$ cat src/rtl/calc_alu_sequencer.sv
// Multi-cycle add/sub/multiply sequencer for the 16-bit signed calculator.
// Every arithmetic step (magnitudes, add/sub, shift-add, sign fix) goes through one shared adder.
module calc_alu_sequencer #(
  parameter int WIDTH = 16
) (
  input  logic             clk,
  input  logic             nRST,
  input  logic             req_valid,
  output logic             req_ready,
  input  logic [1:0]       req_op,
  input  logic [WIDTH-1:0] req_a,
  input  logic [WIDTH-1:0] req_b,
  output logic             rsp_valid,
  input  logic             rsp_ready,
  output logic [WIDTH-1:0] rsp_result,
  output logic             rsp_overflow,
  output logic             rsp_error,
  output logic             busy
);

  localparam int AW = 2 * WIDTH;
  localparam logic [AW-1:0] POS_LIMIT = {{(WIDTH+1){1'b0}}, {(WIDTH-1){1'b1}}};
  localparam logic [AW-1:0] NEG_LIMIT = {{WIDTH{1'b0}}, 1'b1, {(WIDTH-1){1'b0}}};

  typedef enum logic [2:0] {
    IDLE,
    ADDSUB,
    MUL,
    SIGNFIX,
    DONE
  } state_t;

  state_t state, state_next;

  logic [WIDTH-1:0] a_q;
  logic [WIDTH-1:0] b_q;
  logic             sub_q;
  logic             neg_q;
  logic [AW-1:0]    acc;
  logic [AW-1:0]    mcand;
  logic [WIDTH-1:0] iter;

  logic [AW-1:0]    add_x;
  logic [AW-1:0]    add_y;
  logic             add_cin;
  logic [AW-1:0]    add_sum;
  logic [WIDTH-1:0] res_lo;
  logic             addsub_ovf;
  logic             mul_ovf;
  logic             accept;

  assign accept = (state == IDLE) && req_valid;

  // Operand steering for the single adder. In IDLE the two halves negate |a| and |b|
  // at once: the low half never carries out when b is negative (b != 0), so they stay independent.
  always_comb begin
    add_x   = '0;
    add_y   = '0;
    add_cin = 1'b0;
    case (state)
      IDLE: begin
        add_x   = {req_a ^ {WIDTH{req_a[WIDTH-1]}}, req_b ^ {WIDTH{req_b[WIDTH-1]}}};
        add_y   = {{(WIDTH-1){1'b0}}, req_a[WIDTH-1], {WIDTH{1'b0}}};
        add_cin = req_b[WIDTH-1];
      end
      ADDSUB: begin
        add_x   = {{WIDTH{1'b0}}, a_q};
        add_y   = {{WIDTH{1'b0}}, sub_q ? ~b_q : b_q};
        add_cin = sub_q;
      end
      MUL: begin
        add_x = acc;
        add_y = b_q[0] ? mcand : '0;
      end
      SIGNFIX: begin
        add_x   = neg_q ? ~acc : acc;
        add_cin = neg_q;
      end
      default: ;
    endcase
  end

  assign add_sum = add_x + add_y + {{(AW-1){1'b0}}, add_cin};
  assign res_lo  = add_sum[WIDTH-1:0];

  always_comb begin
    if (sub_q)
      addsub_ovf = (a_q[WIDTH-1] != b_q[WIDTH-1]) && (res_lo[WIDTH-1] != a_q[WIDTH-1]);
    else
      addsub_ovf = (a_q[WIDTH-1] == b_q[WIDTH-1]) && (res_lo[WIDTH-1] != a_q[WIDTH-1]);
  end

  assign mul_ovf = neg_q ? (acc > NEG_LIMIT) : (acc > POS_LIMIT);

  always_ff @(posedge clk or negedge nRST) begin
    if (!nRST)
      state <= IDLE;
    else
      state <= state_next;
  end

  always_comb begin
    state_next = state;
    case (state)
      IDLE: begin
        if (req_valid) begin
          case (req_op)
            2'b00, 2'b01: state_next = ADDSUB;
            2'b10:        state_next = MUL;
            default:      state_next = DONE;
          endcase
        end
      end
      ADDSUB:  state_next = DONE;
      MUL:     if (iter[WIDTH-1]) state_next = SIGNFIX;
      SIGNFIX: state_next = DONE;
      DONE:    if (rsp_ready) state_next = IDLE;
      default: state_next = IDLE;
    endcase
  end

  // Multiply walks magB LSB first while the multiplicand shifts left; iter is a one-hot step marker.
  always_ff @(posedge clk or negedge nRST) begin
    if (!nRST) begin
      a_q          <= '0;
      b_q          <= '0;
      sub_q        <= 1'b0;
      neg_q        <= 1'b0;
      acc          <= '0;
      mcand        <= '0;
      iter         <= '0;
      rsp_result   <= '0;
      rsp_overflow <= 1'b0;
      rsp_error    <= 1'b0;
    end else begin
      case (state)
        IDLE: begin
          if (accept) begin
            sub_q        <= req_op[0];
            neg_q        <= req_a[WIDTH-1] ^ req_b[WIDTH-1];
            acc          <= '0;
            iter         <= {{(WIDTH-1){1'b0}}, 1'b1};
            rsp_overflow <= 1'b0;
            rsp_error    <= 1'b0;
            if (req_op == 2'b10) begin
              a_q   <= add_sum[AW-1:WIDTH];
              b_q   <= add_sum[WIDTH-1:0];
              mcand <= {{WIDTH{1'b0}}, add_sum[AW-1:WIDTH]};
            end else begin
              a_q   <= req_a;
              b_q   <= req_b;
              mcand <= '0;
            end
            if (req_op == 2'b11) begin
              rsp_result <= '0;
              rsp_error  <= 1'b1;
            end
          end
        end
        ADDSUB: begin
          rsp_result   <= res_lo;
          rsp_overflow <= addsub_ovf;
        end
        MUL: begin
          acc   <= add_sum;
          mcand <= mcand << 1;
          b_q   <= b_q >> 1;
          iter  <= iter << 1;
        end
        SIGNFIX: begin
          rsp_result   <= res_lo;
          rsp_overflow <= mul_ovf;
        end
        default: ;
      endcase
    end
  end

  assign req_ready = (state == IDLE);
  assign busy      = (state != IDLE);
  assign rsp_valid = (state == DONE);

endmodule

$ cat config.mk
export PLATFORM = sky130hd
export DESIGN_NAME = calc_alu_sequencer
export DESIGN_NICKNAME = d
export VERILOG_FILES = /design/src/rtl/calc_alu_sequencer.sv
export SDC_FILE = /design/constraint.sdc
export NUM_CORES = 1
export LEC_CHECK = 0
export BUFFER_PORTS_ARGS = -buffer_cell sky130_fd_sc_hd__clkbuf_2
export CAP_MARGIN = 20
export CORE_MARGIN = 2
export CORE_UTILIZATION = 61
export DETAILED_ROUTE_END_ITERATION = 16
export PLACE_DENSITY = 0.8
export SLEW_MARGIN = 20
export SYNTH_ARGS = -nofsm -noshare
export SYNTH_HDL_FRONTEND = slang
export SYNTH_SLANG_ARGS = --single-unit
export TNS_END_PERCENT = 5
$ cat constraint.sdc
create_clock -name clk -period 5.3 [get_ports clk]
set_clock_uncertainty 0.15 [all_clocks]
set_input_delay 1.59 -clock clk [delete_from_list [all_inputs] [get_ports clk]]
set_output_delay 1.59 -clock clk [all_outputs]
set_load 0.05 [all_outputs]
; After elaboration in Yosys (flattened, before gate mapping)
; Cells that the tools add are included.
; W data, S select, Z words.
[totals]
latchBits = 0
in_bits = 38
word_cells = 81
out_inout_bits = 21
regBits = 135
mem_count = 0
mem_bits_ro = 0
ram_bits = 0
[op_classes]
bitwise_logic = 5
order_cmp = 2
n_mul = 0
addsub = 2
n_reduce_logical = 16
shifts = 0
eq_ne = 15
mux = 30
n_div = 0
[op_table]
columns = operator, count
row1 = $mux W16, 8
row2 = $mux W32, 4
row3 = $pmux W32 S2, 2
row4 = $pmux W32 S4, 1
row5 = $pmux W16 S2, 3
row6 = $pmux W32 S3, 1
row7 = $add A32 B1 Y32, 1
row8 = $add A32 B32 Y32, 1
row9 = $gt A32 B15 Y1 const B, 1
row10 = $gt A32 B16 Y1 const B, 1
row11 = $not A32 Y32, 1
row12 = $xor A16 B16 Y16, 2
row13 = $not A16 Y16, 1
row14 = $pmux W3 S4, 1
row15 = $mux W3, 3
row16 = $eq A3 B2 Y1 const B, 2
row17 = $ne A2 B1 Y1 const B, 3
row18 = $pmux W1 S3, 2
row19 = $pmux W3 S2, 1
row20 = $reduce_and A2 Y1, 3
row21 = $reduce_and A3 Y1, 2
row22 = $reduce_bool A3 Y1, 2
row23 = $eq A2 B2 Y1 const B, 2
row24 = $mux W1, 4
row25 = 12 further kinds, 18

; Longest topological paths before layout
[depth]
ltp_word = 9
depth_mapped = 18
ltp_nobuf = 16

; Least setup slack after synthesis
; Ideal clock, no wire load.
[synth_timing]
path_type = input port to flip-flop
startpoint = in req_b[15]
endpoint = reg mcand[6]
path_buffers = 2
setup_time_ns = 0.127
t_required_ns = 5.023
t_arrival_ns = 5.121
cell_stages = 14
slack_ns = -0.098
cell_sequence = clkbuf_1 buf_1 xor2_1 a221oi_1 fa_1 fa_1 nor2b_1 o2111ai_1 a21oi_1 o21ai_1 o41ai_1 xor2_1 a222oi_1 inv_1
[synth_via]
elab_chain_cells = 7
elab_cells_between_ends = 8
classes_between = 2 x add/sub / 5 x mux / 1 x bitwise
[synth_lines]
columns = element, line_no
row1 = start: declaration, 12  ; input logic [WIDTH-1:0] req_b,
row2 = $xor A16 B16 Y16, 62  ; add_x = {req_a ^ {WIDTH{req_a[WIDTH-1]}}, req_b ^ {WIDTH{req_b[WIDTH-1]}}};
row3 = $pmux W32 S4, 60  ; case (state)
row4 = $add A32 B32 Y32, 83  ; assign add_sum = add_x + add_y + {{(AW-1){1'b0}}, add_cin};
row5 = $add A32 B1 Y32 *, 83
row6 = $mux W16 *, 145  ; if (req_op == 2'b10) begin
row7 = $mux W32 *, 138  ; if (accept) begin
row8 = $pmux W32 S2 *, 136  ; case (state)
row9 = end signal: assignment, 148  ; mcand <= {{WIDTH{1'b0}}, add_sum[AW-1:WIDTH]};
row10 = end signal: assignment, 166  ; mcand <= mcand << 1;
row11 = end: declaration, 40  ; logic [AW-1:0] mcand;
; Mark *: on every way between the ends. The rest lies on a longest branch, timed or not. The select of a mux whose other input is x is not followed.
; A chain may end at the register's enable or synchronous reset.

; Worst setup path in the final report
; Same ends and word-level chain as after synthesis.

==> results.py <==
metrics = {
    "cts": {
        "cts.htree.levels": 4,
        "skew_pair_late_insertion_delay_ns": 0.43,
        "ctsResizeCount": 0,
        "postCtsSetupRepairBufs": 0,
        "cts-buffers-inserted": 17,
        "clock_tree_from_tritoncts": "done",
        "cts_num_sinks": 135,
        "max-clock-path-buffers": 2,
        "path_clk_slew_ns": 0.06,
        "root_buffer": "clkbuf_16",
        "hold_fix_buffers_cts": 0,
    },
    "global_route": {
        "grt_util_all_layers": 0.3613,
        "grt-ovfl-total": 0,
        "antenna_violations_before_repair": 0,
        "first_global_vias": 7634,
        "first_pass_grt_wire_length_um": 41310,
        "grt_start_max_net_pins": 121,
    },
    "yosys": {
        "synthDominantCellAreaShare": 0.3999,
        "synth_top_cell_by_area": "dfrtp_1",
        "nets_in_the_synthesized_netlist": 1073,
        "synthAdderAreaFrac": 0.04918,
        "ys_top_cells_by_count": "181 x nand2_1, 135 x dfrtp_1, 114 x o21ai_0",
        "synth.cell_area_mm2": 0.008447,
        "ys_dominant_reg_cell": "dfrtp_1",
        "synth_seq_area_share": 0.3999,
        "synth_compound_area_frac": 0.2411,
        "post-synth-top-count-cell": "nand2_1",
        "synth.ff_latch_count": 135,
        "synth.area.mux_share": 0,
        "post_synth_inst_count": 1003,
        "yosysUniqueCellTypes": 55,
        "yosys_warnings": 0,
        "async_reset_ff_frac": 1.000,
        "syn-mean-instance-area_um2": 8.422,
        "post_synth_and_or_nand_nor_area_fraction": 0.1887,
        "synth_top_family_by_area": "compound AO/OA/AOI/OAI gates",
        "synth_area_leaders": "dfrtp_1 40%, nand2_1 8.0%, o21ai_0 6.8%, ha_1 4.4%, xor2_1 4.4%",
        "synth_xor_xnor_area_share": 0.08088,
        "synth_edf_count": 0,
    },
    "detailed_routing": {
        "routedWlPerCell_um": 20.96,
        "drt_pass1_iterations": 5,
        "count_of_routing_violations_after_the_opening_detailed_route_iteration": 985,
        "final_antenna_net_count": 0,
        "routed_wl_um": 25570,
        "drt-vias-per-instance": 6.708,
        "route.detailed.drc": 0,
        "route.vias.total": 8184,
    },
    "die": {
        "initial_core_util": 0.6303,
        "floorplan.die.height_um": 121.7,
        "chipWidth_um": 121.7,
        "coreArea_mm2": 0.01340,
        "floorplan.die_area_mm2": 0.01480,
        "row_count": 42,
        "ios": 59,
    },
    "cells_and_area": {
        "n_antenna_cell": 0,
        "footprint_of_the_flip_flops_and_latches_mm2": 0.003378,
        "num-nets-final": 1101,
        "synthToLayoutAreaGrowth_pct": 12.32,
        "final_layout_size_suffix_gt1_frac": 0.1226,
        "fillers": 1090,
        "multi_input_comb_area_mm2": 0.004752,
    },
    "critical_path": {
        "cp-startpoint": "req_b[15]",
        "crit_required_ns": 5.45,
        "critical_path.max_fanout": 3,
        "r2r-start": "state[0]$_DFFE_PN0P_",
        "crit_path_start_kind": "input pin",
        "arrival_ns": 4.77,
        "cp-end-kind": "flop",
        "timing.setup.critical_path_class": "input pin to flop",
    },
    "timing": {
        "setup_repair_after_global_routing_missed_its_margin": "no",
        "fmaxAchievable_ghz": 0.2165,
        "relSlewSlack": 0.3759,
        "timing_worst_slew_pin_value_ns": 0.9361,
        "drv_slew": 0,
        "final_total_negative_setup_slack_ns": 0,
        "min_period_ns": 4.619,
        "holdWs_ns": 0.3171,
        "min_period_over_period": 0.8715,
        "setup_violations": 0,
        "final-hold-violation-count": 0,
    },
    "worst_hold_path": {
        "hold_start": "iter[9]$_DFFE_PN0P_",
        "hp-class": "flop to flop",
    },
    "pwr": {
        "vdd_ir_drop_max_v": 0.0004637,
        "power.total_mw": 5.700,
        "power_dens_cells_mw_per_mm2": 600.8,
        "static-leakage-power_nw": 4.442,
    },
    "outcome": {
        "result_of_the_run": "complete, no violations",
    },
    "flow_run": {
        "cap_violations": 0,
    },
    "place": {
        "hpwlAfterDp_um": 17720,
        "gpl.final_weighted_congestion": 0.9706,
        "port-buffer-count": 58,
    },
}
[routing by layer]
layer	share of wire	track usage	routed length (um)	vias to the layer above
li1	-	-	-	3661
met1	0.42	0.5148	10790	3952
met2	0.44	0.5295	11170	504
met3	0.10	0.09316	2608	67
met4	0.039	0.1430	1010	0
met5	0	0	0	-
[area by class of cell]
cell class / instances / area share
Clock buffer: 17 / 0.04484
Multi-Input combinational cell: 779 / 0.5009
Tap cell: 176 / 0.02321
Inverter: 14 / 0.005539
Timing Repair Buffer: 84 / 0.05209
Clock inverter: 15 / 0.01741
Sequential cell: 135 / 0.3561
[sequential cells by signal (all words and copies together), names as in the netlist]
name,flops
b_q,16
rsp_error,1
sub_q,1
state,3
rsp_overflow,1
rsp_result,16
a_q,16
iter,16
acc,32
neg_q,1
mcand,32
[where the power goes]
part	internal [mW]	switching (mW)
registers	1.35	0.337
clock network	0.701	0.490
logic	0.914	1.90
[worst max-delay path, cell delays in order]
cell and delay (ns):
clkbuf_2 0.16, xor2_1 0.15, a221oi_1 0.12, fa_1 0.48, fa_1 0.42, nor2b_1 0.18, o2111ai_1 0.18, a21oi_1 0.34
o21ai_1 0.17, o41ai_1 0.38, xor2_1 0.16, a222oi_1 0.37, inv_1 0.07
[cell families after synthesis]
family                     after synthesis
and+or+nand+nor                        353
AOI/OAI and AO/OA                      316
DFF                                    135
adders and majority gates               32
buffers and inverters                   89
xor gates and xnor gates                78
[cells in the final DEF, fill, tap and decap left out, types with 8 or more instances in the layout]
| cell | Yosys | layout |
|---|---|---|
| a21o_1 | 9 | 9 |
| a21oi_1 | 63 | 62 |
| a221o_1 | 22 | 22 |
| a22o_1 | 14 | 14 |
| a22oi_1 | 34 | 34 |
| a31oi_1 | 10 | 10 |
| and2_1 | 17 | 17 |
| and3_1 | 9 | 9 |
| buf_4 | 0 | 26 |
| clkbuf_16 | 0 | 17 |
| clkbuf_2 | 0 | 57 |
| dfrtp_1 | 135 | 135 |
| ha_1 | 30 | 30 |
| inv_1 | 14 | 14 |
| nand2_1 | 181 | 179 |
| nand3_1 | 73 | 73 |
| nand4_1 | 9 | 9 |
| nor2_1 | 28 | 27 |
| nor3_1 | 9 | 8 |
| nor4_1 | 8 | 8 |
| o21a_1 | 8 | 8 |
| o21ai_0 | 114 | 114 |
| xnor2_1 | 36 | 36 |
| xor2_1 | 42 | 42 |
[final timing paths]
kind	end	slack [ns]	cells past startpoint
min reg2reg	iter[10]$_DFFE_PN0P_	0.32	2
min in group asynchronous	rsp_result[3]$_DFFE_PN0P_	1.16	1
min	iter[10]$_DFFE_PN0P_	0.32	2
max reg2reg	mcand[6]$_DFFE_PN0P_	0.74	14
max	mcand[6]$_DFFE_PN0P_	0.68	13
max in group asynchronous	mcand[29]$_DFFE_PN0P_	3.04	2
[stage by stage]
| stage | std cells | cell area (um2) | setup slack, ns | utilization |
|---|---|---|---|---|
| after floorplan | 1003 | 8448 | 0.05350 | - |
| after global routing | 1220 | 9488 | 0.3420 | 0.7080 |
| final | 1220 | 9488 | 0.6809 | 0.7080 |
| after global placement | 1188 | 8895 | 0.4237 | 0.6638 |
| after detailed placement | 1188 | 8895 | 0.3213 | 0.6638 |
| after CTS | 1220 | 9485 | 0.7614 | 0.7078 |
Note: power is estimated with default switching activity, not from simulation.
